<file path="src/rtl/int_sqrt_seq.sv">
// Sequential integer square root: restoring digit-by-digit, one root bit per clock,
// valid/ready handshake on both sides. Define INT_SQRT_ROUND_EN for round-to-nearest root.
module int_sqrt_seq #(
  parameter  int IN_WIDTH  = 16,
  localparam int OUT_WIDTH = IN_WIDTH / 2
) (
  input  logic                 clk,
  input  logic                 rst_n,
  input  logic                 inValid,
  output logic                 inReady,
  input  logic [IN_WIDTH-1:0]  dataIn,
  output logic                 outValid,
  input  logic                 outReady,
  output logic [OUT_WIDTH-1:0] root,
  output logic [OUT_WIDTH:0]   rem
);

  // Partial remainder never exceeds 2*partial_root, so OUT_WIDTH+1 bits hold it;
  // the shifted trial value needs two more bits on top of that.
  localparam int RW = OUT_WIDTH + 1;
  localparam int AW = OUT_WIDTH + 3;
  localparam int CW = $clog2(OUT_WIDTH) + 1;

  typedef enum logic [1:0] {IDLE, CALC, DONE} state_t;

  state_t                state;
  logic [IN_WIDTH-1:0]   x_q;
  logic [RW-1:0]         acc_q;
  logic [OUT_WIDTH-1:0]  q_q;
  logic [CW-1:0]         cnt;

  logic [AW-1:0]         acc_shift;
  logic [AW-1:0]         acc_trial;
  logic                  fits;
  logic [RW-1:0]         rem_next;
  logic [OUT_WIDTH-1:0]  q_next;
  logic [OUT_WIDTH-1:0]  root_fin;

  // NOTE: every always_comb output gets a value before any branch, so no latch can be inferred.
  always_comb begin
    acc_shift = {acc_q, x_q[IN_WIDTH-1 -: 2]};
    acc_trial = {1'b0, q_q, 2'b01};
    fits      = (acc_shift >= acc_trial);
    rem_next  = RW'(fits ? (acc_shift - acc_trial) : acc_shift);
    q_next    = q_q << 1;
    q_next[0] = fits;
    root_fin  = q_next;
`ifdef INT_SQRT_ROUND_EN
    // Round up when the remainder passes the midpoint, holding at the top code.
    if ((rem_next > {1'b0, q_next}) && (q_next != '1))
      root_fin = q_next + 1'b1;
`endif
  end

  // NOTE: all state uses non-blocking assignments, and every register (datapath
  // included) is cleared by reset so an aborted operation leaves nothing behind.
  always_ff @(posedge clk or negedge rst_n) begin
    if (!rst_n) begin
      state    <= IDLE;
      inReady  <= 1'b1;
      outValid <= 1'b0;
      root     <= '0;
      rem      <= '0;
      x_q      <= '0;
      acc_q    <= '0;
      q_q      <= '0;
      cnt      <= '0;
    end else begin
      case (state)
        IDLE: begin
          if (inValid && inReady) begin
            x_q     <= dataIn;
            acc_q   <= '0;
            q_q     <= '0;
            cnt     <= '0;
            inReady <= 1'b0;
            state   <= CALC;
          end
        end
        CALC: begin
          x_q   <= x_q << 2;
          acc_q <= rem_next;
          q_q   <= q_next;
          cnt   <= cnt + 1'b1;
          if (cnt == CW'(OUT_WIDTH - 1)) begin
            root     <= root_fin;
            rem      <= rem_next;
            outValid <= 1'b1;
            state    <= DONE;
          end
        end
        DONE: begin
          // Returning to IDLE first means a new radicand is never taken on the consuming edge.
          if (outReady) begin
            outValid <= 1'b0;
            inReady  <= 1'b1;
            state    <= IDLE;
          end
        end
        default: state <= IDLE;
      endcase
    end
  end

endmodule

</file>
<file path="config.mk">
export PLATFORM = sky130hd
export DESIGN_NAME = int_sqrt_seq
export DESIGN_NICKNAME = d
export VERILOG_FILES = /design/src/rtl/int_sqrt_seq.sv
export SDC_FILE = /design/constraint.sdc
export NUM_CORES = 1
export LEC_CHECK = 0
export CAP_MARGIN = 10
export CORE_MARGIN = 2
export CORE_UTILIZATION = 58
export DETAILED_ROUTE_END_ITERATION = 8
export PLACE_DENSITY = 0.84
export SYNTH_ARGS = -nofsm -noshare
export SYNTH_HDL_FRONTEND = slang
export SYNTH_SLANG_ARGS = --single-unit
</file>
<file path="constraint.sdc">
create_clock -name clk -period 3.2 [get_ports clk]
set_input_delay 0.32 -clock clk [delete_from_list [all_inputs] [get_ports clk]]
set_output_delay 0.32 -clock clk [all_outputs]
set_load 0.02 [all_outputs]
</file>
==> qor.txt <==
outcome -> completed
largest net degree at the start of global routing -> 48
drc violations -> 0
fin crit period -> 2.32 ns
Inst Count DP -> 372
Net Count, Synth -> 322
crit path DAT -> 2.49 ns
die width -> 72.7 um
wl on met1 -> 2.51 mm
combinational share of power -> 3.0%
Final setup viols -> 0
setup slack, reg-to-reg -> 0.88 ns
Seq pwr share -> 54.4%
gr usage total -> 24.0%
clk_skew -> 0.00930 ns
full die area -> 5280 um2
routed wl met3 -> 227 um
Cell Area, Synth -> 2740 um2
adder-cell share of the synthesized area -> 5.03%
Hold Crit Class -> input port to asynchronous set/reset pin
wire length on met2 -> 2.72 mm
vias -> 2194
Synth Area in XOR/XNOR -> 2.24%
final net count -> 363
total CTS buffers -> 9
Remaining Overflow, GRT -> 0
dpl ws -> 0.961 ns
H-tree level count -> 3
power density over cell area -> 406 nW/um2
sequential fraction of the synthesis area -> 53.1%
Initial Util -> 61.6%
max_cap viols -> 0
HPWL Detailed -> 3.91 mm
# port buffers -> 38
Synth Warn # -> 0
post-synthesis compound-gate area fraction -> 16.7%
Simple-Gate Fraction of Synth Area -> 16.5%
I/O Pins -> 39
FF-to-FF path depth -> 7
post-synthesis mux area share -> 2.29%
Post-CTS Setup Inserts -> 0
leakage power -> 1.64 nW
CTS tree -> built
Top Metal Used -> met4
clock slew at reported path FFs -> 0.07 ns
Slew headroom -> 34.9%
Int Pwr -> 1.05 mW
wire length per cell -> 14.4 um
period utilization -> 72.4%
Reg area -> 1450 um2
Vias per Instance -> 5.64
Area growth syn-to-layout -> 21.3%
CP endpoint kind -> flop
worst slew pin tran -> 0.974 ns
layout cells sized above 1 -> 7.42%
total inserted antenna cells -> 0
Sw Ratio -> 21.8%
CTS root buffer -> clkbuf_8
Iteration-0 DRC Markers -> 117
Min Hold Slack -> 0.458 ns
Worst VDD drop -> 250 uV
row cnt -> 24
Max FO, Critical Path -> 8
Final Wtd Congestion -> 0.846
global-route wire length before repair -> 9.53 mm
clock sinks -> 58
Hold Violations, Final -> 0
Clk Latency, worst-skew pair -> 0.34 ns
antenna violations before repair -> 0
main combinational cell family by area after synthesis -> compound AO/OA/AOI/OAI gates
Worst Path Required -> 3.38 ns
FF-to-FF End -> rem[2]$_DFFE_PN0P_
CTS max path bufs -> 2
Post-CTS Resized -> 0
Slew Viols, Final -> 0
Clk pwr share -> 42.5%
area of the multi-input gates -> 1170 um2
TritonRoute pass-1 iters -> 4
Yosys reg bits -> 58
total negative slack -> 0 ns
final cell count without fillers -> 389
remaining antenna violation count -> 0
Net Switching -> 0.294 mW
CORE AREA -> 4440 um2
RSZ-0062 raised after global routing -> no
crit path launch type -> flop
Max Freq -> 0.432 GHz
FILL cells -> 325
number of library cell types mapped by synthesis -> 41
final setup margin -> 0.884 ns
syn avg cell area -> 9.40 um2
cell count after synthesis -> 291
chip height -> 72.7 um
Post-Route WL -> 5.61 mm
vias in the first global route -> 2170
worst r2r src -> acc_q[0]$_DFFE_PN0P_
kind of critical path -> flop to flop
stage by stage:
stage | cell area, um2 | utilization (%) | power (mW)
floorplan | 2740 | - | 0.749
global placement | 3150 | 70.8 | 0.788
detailed placement | 3150 | 70.8 | 0.788
CTS | 3320 | 74.7 | 1.36
global route | 3320 | 74.7 | 1.40
finish | 3320 | 74.7 | 1.35
power by group through the flow:
stage	Combinational (mW)	Clock, mW	Sequential (mW)
after floorplan	0.00220	0	0.747
after global placement	0.0408	0	0.747
after detailed placement	0.0412	0	0.747
after CTS	0.0421	0.580	0.733
after global routing	0.0462	0.618	0.733
final	0.0409	0.574	0.734
cell type report:
| type | count | area share (%) |
|---|---|---|
| multi-input cells | 206 | 35.2 |
| clock inverters | 3 | 0.452 |
| repair buffers | 43 | 12.5 |
| well taps | 52 | 1.96 |
| clock buffers | 13 | 4.49 |
| inverters | 14 | 1.58 |
| flip-flops and latches | 58 | 43.8 |
critical path, cell delays in order (launching register included):
cell and delay [ns]:
dfrtp_1 0.41, ha_1 0.36, o21ai_0 0.14, a22oi_1 0.32, o21a_1 0.42, buf_4 0.21, mux2i_1 0.21, o21ai_0 0.09
routing by layer:
layer	GRT usage (%)	vias to the layer above
li1	-	1093
met1	30.5	1031
met2	38.5	56
met3	4.83	14
met4	13.4	0
met5	0	-
worst max-delay path by stage:
stage,end,startpoint,slack [ns]
2_1_floorplan,rem[8]$_DFFE_PN0P_,acc_q[6]$_DFFE_PN0P_,1.36
3_3_place_gp,root[0]$_DFFE_PN0P_,state[1]$_DFFE_PN0P_,1.02
3_5_place_dp,rem[2]$_DFFE_PN0P_,acc_q[0]$_DFFE_PN0P_,0.96
4_1_cts,rem[2]$_DFFE_PN0P_,acc_q[0]$_DFFE_PN0P_,0.93
5_1_grt,rem[2]$_DFFE_PN0P_,acc_q[0]$_DFFE_PN0P_,0.77
6_report,rem[2]$_DFFE_PN0P_,acc_q[0]$_DFFE_PN0P_,0.88
sequential cells by signal, indices dropped and copies added, names as in the netlist:
signal and flops:
cnt 4, outValid 1, acc_q 9, q_q 8, x_q 16, root 8
state 2, inReady 1, rem 9
cell usage in the layout (no fill, tap or decap), types with 5 or more instances in the layout:
cell / n
a21oi_1: 8
o21ai_1: 5
o22ai_1: 14
nand3_1: 16
nor2_1: 32
o21ai_0: 39
nand2_1: 39
inv_1: 13
dfrtp_1: 57
clkdlybuf4s50_1: 37
ha_1: 11
clkbuf_8: 10
synth_stat cells, drive strengths merged:
library cell,n,area share (%)
o22ai,14,3.2
nor2b,2,0.46
nand2,39,5.3
dfstp,1,0.96
nand2b,2,0.46
nor3b,2,0.55
or3b,1,0.32
nor2,32,4.4
buf,6,1.3
xor2,3,0.96
and2,1,0.32
o21a,2,0.59
a22oi,1,0.27
a211oi,1,0.27
dfrtp,57,52
nand4b,1,0.32
ha,11,5.0
a21o,1,0.27
xnor2,4,1.3
a2bb2oi,1,0.32
nand3,16,2.9
or4,1,0.27
a21oi,9,1.8
a21boi,1,0.27
o21ai,44,8.0
nand4,2,0.46
o31ai,3,0.82
clkbuf,7,0.96
o211ai,2,0.55
inv,14,1.9
o311ai,1,0.32
mux2i,4,1.5
or2b,1,0.27
nor3,2,0.37
mux2,2,0.82
cells by family after synthesis:
logic type      Yosys count
flops                    58
compound gates           80
xor+xnor                  7
buf+inv                  27
mux                       6
simple gates            102
fa+ha+maj                11
timing repair:
action                                  CTS  global route
hold endpoints to repair                 18             0
hold buffers                              1             0
endpoints found under the setup margin    0             0
(Power assumes the default switching activity.)
==> RTL edit 1, RTL diff (same flow settings) <==
Set the parameter `IN_WIDTH` to 32 (it was 16).
--- a/src/rtl/int_sqrt_seq.sv
+++ b/src/rtl/int_sqrt_seq.sv
@@ -2,5 +2,5 @@
 // valid/ready handshake on both sides. Define INT_SQRT_ROUND_EN for round-to-nearest root.
 module int_sqrt_seq #(
-  parameter  int IN_WIDTH  = 16,
+  parameter  int IN_WIDTH  = 32,
   localparam int OUT_WIDTH = IN_WIDTH / 2
 ) (
Interface: changed (resized dataIn, rem and root); port bits go from 39 to 71. No check against the original RTL was run, so the function may have changed too.
==> RTL edit 1 against the original RTL <==
Critical path depth grew 2. Routed wire length up 100%. Total power grew 65%. Worst setup slack worse by 530 ps. Core utilization decreased by 3.5 points. Sequential cell count increased by 49. Area after synthesis is 92% higher. Cell area rose by 88%. Critical path type unchanged.
==> RTL edit 1: results (changes against the original RTL) <==
* Final layout net count: 687 (was 363)
- Proportion of synthesized chip area in sequential cells: 51.10% (was 53.09%)
- Fraction of synthesized area in multiplexers: 1.408% (was 2.286%)
- Total via count in the routed design: 4298 (was 2194)
- Share of the synthesized netlist area taken by xor and xnor gates: 2.172% (was 2.241%)
* Maximum number of pins on one net before global-route repair: 67 (was 48)
- Count of distinct cell types in the synthesized netlist: 48 (was 41)
- Area fraction in compound gates after synthesis: 20.02% (was 16.74%)
- Result of the run: completed (unchanged)
- Crit path max fanout: 22 (was 8)
* Post-detailed-placement half-perimeter wirelength: 7.961 mm (was 3.910 mm)
- The adder-cell area share of the yosys netlist is 4.773% (was 5.030%).
* Slowest-stage cell, CP: sky130_fd_sc_hd__a21oi_1 (was sky130_fd_sc_hd__o21a_1)
* Worst-case clock skew: 18.15 ps (was 9.296 ps)
- The data arrival at the endpoint of the critical path was 3070 ps (was 2490 ps).
- The number of detailed-route iterations in the first pass is 5 (was 4).
* Transition time at the pin with the least slew margin: 807.6 ps (was 973.7 ps)
* Worst skew pair latency: 370 ps (was 340 ps)
* First-pass GRT wire length: 19.29 mm (was 9.528 mm)
* Depth of the most critical reg-to-reg path: 9 (was 7)
- Ranking of synthesized cells by area: sky130_fd_sc_hd__dfrtp_1 51%, sky130_fd_sc_hd__nand2_1 10%, sky130_fd_sc_hd__ha_1 4.8% (was sky130_fd_sc_hd__dfrtp_1 52%, sky130_fd_sc_hd__o21ai_0 7.1%, sky130_fd_sc_hd__nand2_1 5.3%)
- The global-route track usage on met1 is 31.87% (was 30.54%).
- The static leakage is 3.097 nW (was 1.638 nW).
- Input/output buffers: 70 (was 38)
- Net count of the mapped netlist: 630 (was 322)
* Register-to-register path setup slack: 350 ps (was 880 ps)
- The antenna cell count is 0 (unchanged).
- Aggregate routed wire length: 11.38 mm (was 5.609 mm)
- Commonest cells in the netlist: 145 x sky130_fd_sc_hd__nand2_1, 106 x sky130_fd_sc_hd__dfrtp_1, 41 x sky130_fd_sc_hd__o21ai_0, 29 x sky130_fd_sc_hd__a22oi_1 (was 57 x sky130_fd_sc_hd__dfrtp_1, 39 x sky130_fd_sc_hd__nand2_1, 39 x sky130_fd_sc_hd__o21ai_0, 32 x sky130_fd_sc_hd__nor2_1, 16 x sky130_fd_sc_hd__nand3_1).
- Total routing usage reported by global routing: 24.04% (was 24.01%)
* VDD IR-drop max: 225.1 uV (was 250.3 uV)
- The clock transition at the registers of the reported paths came to 100 ps (was 70 ps).
- The global placement routability congestion was 0.8919 (was 0.8458).
- The reg-to-reg endpoint is acc_q[7]$_DFFE_PN0P_ (was rem[2]$_DFFE_PN0P_).
- Largest registers: x_q x32, acc_q x17, rem x17 (was x_q x16, acc_q x9, rem x9).
- First-iteration detailed-routing DRC count: 176 (was 117)
## RTL edit 1: critical path: cells and delay by family, from the launching register on
kind	cells	cell delay [ps]
compound gates	5	1330
fa+ha+maj	1	400
buf+inv	1	340
flops	1	410
simple gates	2	210
## RTL edit 1: cell families after synthesis
group,Yosys count
muxes,7
buffers and inverters,60
and+or+nand+nor,200
xor gates and xnor gates,13
DFF,107
AOI/OAI and AO/OA,167
adders and majority gates,20
## RTL edit 1: layout make-up
type                    count  area (um2)
repair buffers             81       795.8
multi-input cells         407        2342
fillers                   672        2525
well taps                 108       135.1
clock inverters             7       68.82
clock buffers               9       123.9
inverters                  25       93.84
flip-flops and latches    107        2679
## RTL edit 1: through the flow
stage	power, W	setup WS, ps	hold slack (ps)	std cells
2_1_floorplan	0.001380	855.8	24.41	574
3_3_place_gp	0.001451	480.6	329.9	727
3_5_place_dp	0.001452	401.5	335.0	727
4_1_cts	0.002248	380.2	477.8	744
5_1_grt	0.002312	163.8	514.7	744
6_report	0.002228	353.9	457.4	744
## RTL edit 1: metal layers
layer / vias to the layer above / part of all wire (%)
li1: 2107 / -
met1: 2070 / 44
met2: 105 / 51
met3: 16 / 3.7
met4: 0 / 1.4
met5: - / 0
## RTL edit 1: report_power, final
group | switching (W) | internal [W] | total, W
sequential | 0 | 0.00135 | 0.00135
combinational | 0.0000329 | 0.0000406 | 0.0000735
clock | 0.000500 | 0.000304 | 0.000804
## RTL edit 1: what timing repair did
action / 4_1_cts / 5_1_grt
hold endpoints to repair: 41 / 0
resized for setup: 0 / 0
hold buffers: 1 / 0
==> RTL edit 2, RTL diff (config.mk and constraints unchanged) <==
Made on the original files. Encoding of `state_t`: now one-hot (3 bits for 3 states).
--- a/src/rtl/int_sqrt_seq.sv
+++ b/src/rtl/int_sqrt_seq.sv
@@ -22,5 +22,5 @@
   localparam int CW = $clog2(OUT_WIDTH) + 1;
 
-  typedef enum logic [1:0] {IDLE, CALC, DONE} state_t;
+  typedef enum logic [2:0] {IDLE = 3'b001, CALC = 3'b010, DONE = 3'b100} state_t;
 
   state_t                state;
Check against the original RTL: same outputs for any inputs over 10 cycles, from zero or initial values and one cycle with rst_n low; not proved beyond that.
==> RTL edit 2 against the original RTL <==
The run now ends with hold timing left. Sequential cell count rose by 1. Routed wire length rose by 10%. Cell area rose by 6.1%. Clock skew fell by 3.4 ps. Core utilization fell by 0.61 points. Worst setup slack got worse by 95 ps. Area after synthesis rose by 5.6%. Total power rose by 14%. Sequential share of layout area fell by 1.8 points. Global-route usage rose by 0.80 points. Die area rose by 5.3%.
==> RTL edit 2: results (changes against the original RTL) <==
- Result of the run: complete, but fails checks (was completed)
- The total wire length after detailed routing is 6.196 mm (was 5.609 mm).
- The global placement routability congestion was 0.8761 (was 0.8458).
- Layout cell share with drive strength beyond 1: 9.329% (was 7.418%)
- Share of cell area taken by multi-input logic gates: 36.73% (was 35.24%)
* Non-clk buf share: 11.51% (was 12.51%)
* Proportion of synthesized chip area in sequential cells: 51.19% (was 53.09%)
* Leakage power figure: 1.605 nW (was 1.638 nW)
* Area fraction of clock buffers and clock inverters: 6.217% (was 4.938%)
- The number of cells in the design after placement is 394 (was 372).
* Count of distinct cell types in the synthesized netlist: 46 (was 41)
- The final hold slack was -8.736 ps (was 457.8 ps).
- Commonest cells in the netlist: 57 x sky130_fd_sc_hd__dfrtp_1, 37 x sky130_fd_sc_hd__nor2_1, 28 x sky130_fd_sc_hd__nand2_1, 26 x sky130_fd_sc_hd__o21ai_0, 17 x sky130_fd_sc_hd__o22ai_1 (was 57 x sky130_fd_sc_hd__dfrtp_1, 39 x sky130_fd_sc_hd__nand2_1, 39 x sky130_fd_sc_hd__o21ai_0, 32 x sky130_fd_sc_hd__nor2_1, 16 x sky130_fd_sc_hd__nand3_1).
- Fraction of synthesized area in multiplexers: 0% (was 2.286%)
- The adder-cell area share of the yosys netlist was 4.764% (was 5.030%).
* Final hold violation count: 24 (was 0)
- Number of multi-input logic gates: 215 (was 206)
- The data arrival at the endpoint of the critical path is 2640 ps (was 2490 ps).
* Slowest-stage cell, CP: sky130_fd_sc_hd__dfrtp_1 (was sky130_fd_sc_hd__o21a_1)
- Ranking of synthesized cells by area: sky130_fd_sc_hd__dfrtp_1 49%, sky130_fd_sc_hd__nor2_1 4.8%, sky130_fd_sc_hd__ha_1 4.8% (was sky130_fd_sc_hd__dfrtp_1 52%, sky130_fd_sc_hd__o21ai_0 7.1%, sky130_fd_sc_hd__nand2_1 5.3%)
- Count of state elements after synthesis: 59 (was 58)
* Last element of the critical path: acc_q[2]$_DFFE_PN0P_ (was rem[2]$_DFFE_PN0P_)
- Maximum number of pins on one net before global-route repair: 42 (was 48)
- The power in the clock group is 0.000753 W (was 0.000574 W).
* Net count of the mapped netlist: 335 (was 322)
* Gate count after technology mapping: 304 (was 291)
* Post-Layout Cell Count: 410 (was 389)
* Sw Share: 20.25% (was 21.77%)
- Share of the synthesized netlist area taken by xor and xnor gates: 0.9095% (was 2.241%)
- Relative slew margins: 41.26% (was 34.93%)
- Internal Dissipation: 0.001227 W (was 0.001054 W)
- Buffers, non-clock: 42 (was 43)
- The fraction of area in registers came to 41.99% (was 43.76%).
- The worst ir drop on vdd came to 326.8 uV (was 250.3 uV).
- The relative contribution of combinational cells to total power came to 2.5% (was 3.0%).
* Number of clock buffers in the layout: 12 (was 13)
- Violations in the final reports: hold timing
- The number of design-rule violations left by the first detailed-router iteration is 169 (was 117).
- Crit path max fanout: 9 (was 8)
* Count of filler cells inserted in the layout: 360 (was 325)
* Core Footprint: 0.004755 mm2 (was 0.004444 mm2)
[RTL edit 2: cell types whose count changed in the layout (fill, tap and decap cells not counted), moves of 4 or more]
cell | unedited run | this run
sky130_fd_sc_hd__nor2_1 | 32 | 37
sky130_fd_sc_hd__o21ai_1 | 5 | 0
sky130_fd_sc_hd__o21ai_0 | 39 | 26
sky130_fd_sc_hd__mux2i_1 | 4 | 0
sky130_fd_sc_hd__nand2_1 | 39 | 28
sky130_fd_sc_hd__a32o_1 | 0 | 4
sky130_fd_sc_hd__o31ai_1 | 3 | 11
sky130_fd_sc_hd__and2_1 | 0 | 7
[RTL edit 2: routing by layer]
layer / up-vias / wire [um] / track usage (%)
met2: 74 / 2927 / 37.76
met4: 0 / 145 / 13.29
met3: 13 / 340 / 5.962
li1: 1164 / - / -
met5: - / 0 / 0
met1: 1146 / 2783 / 32.92
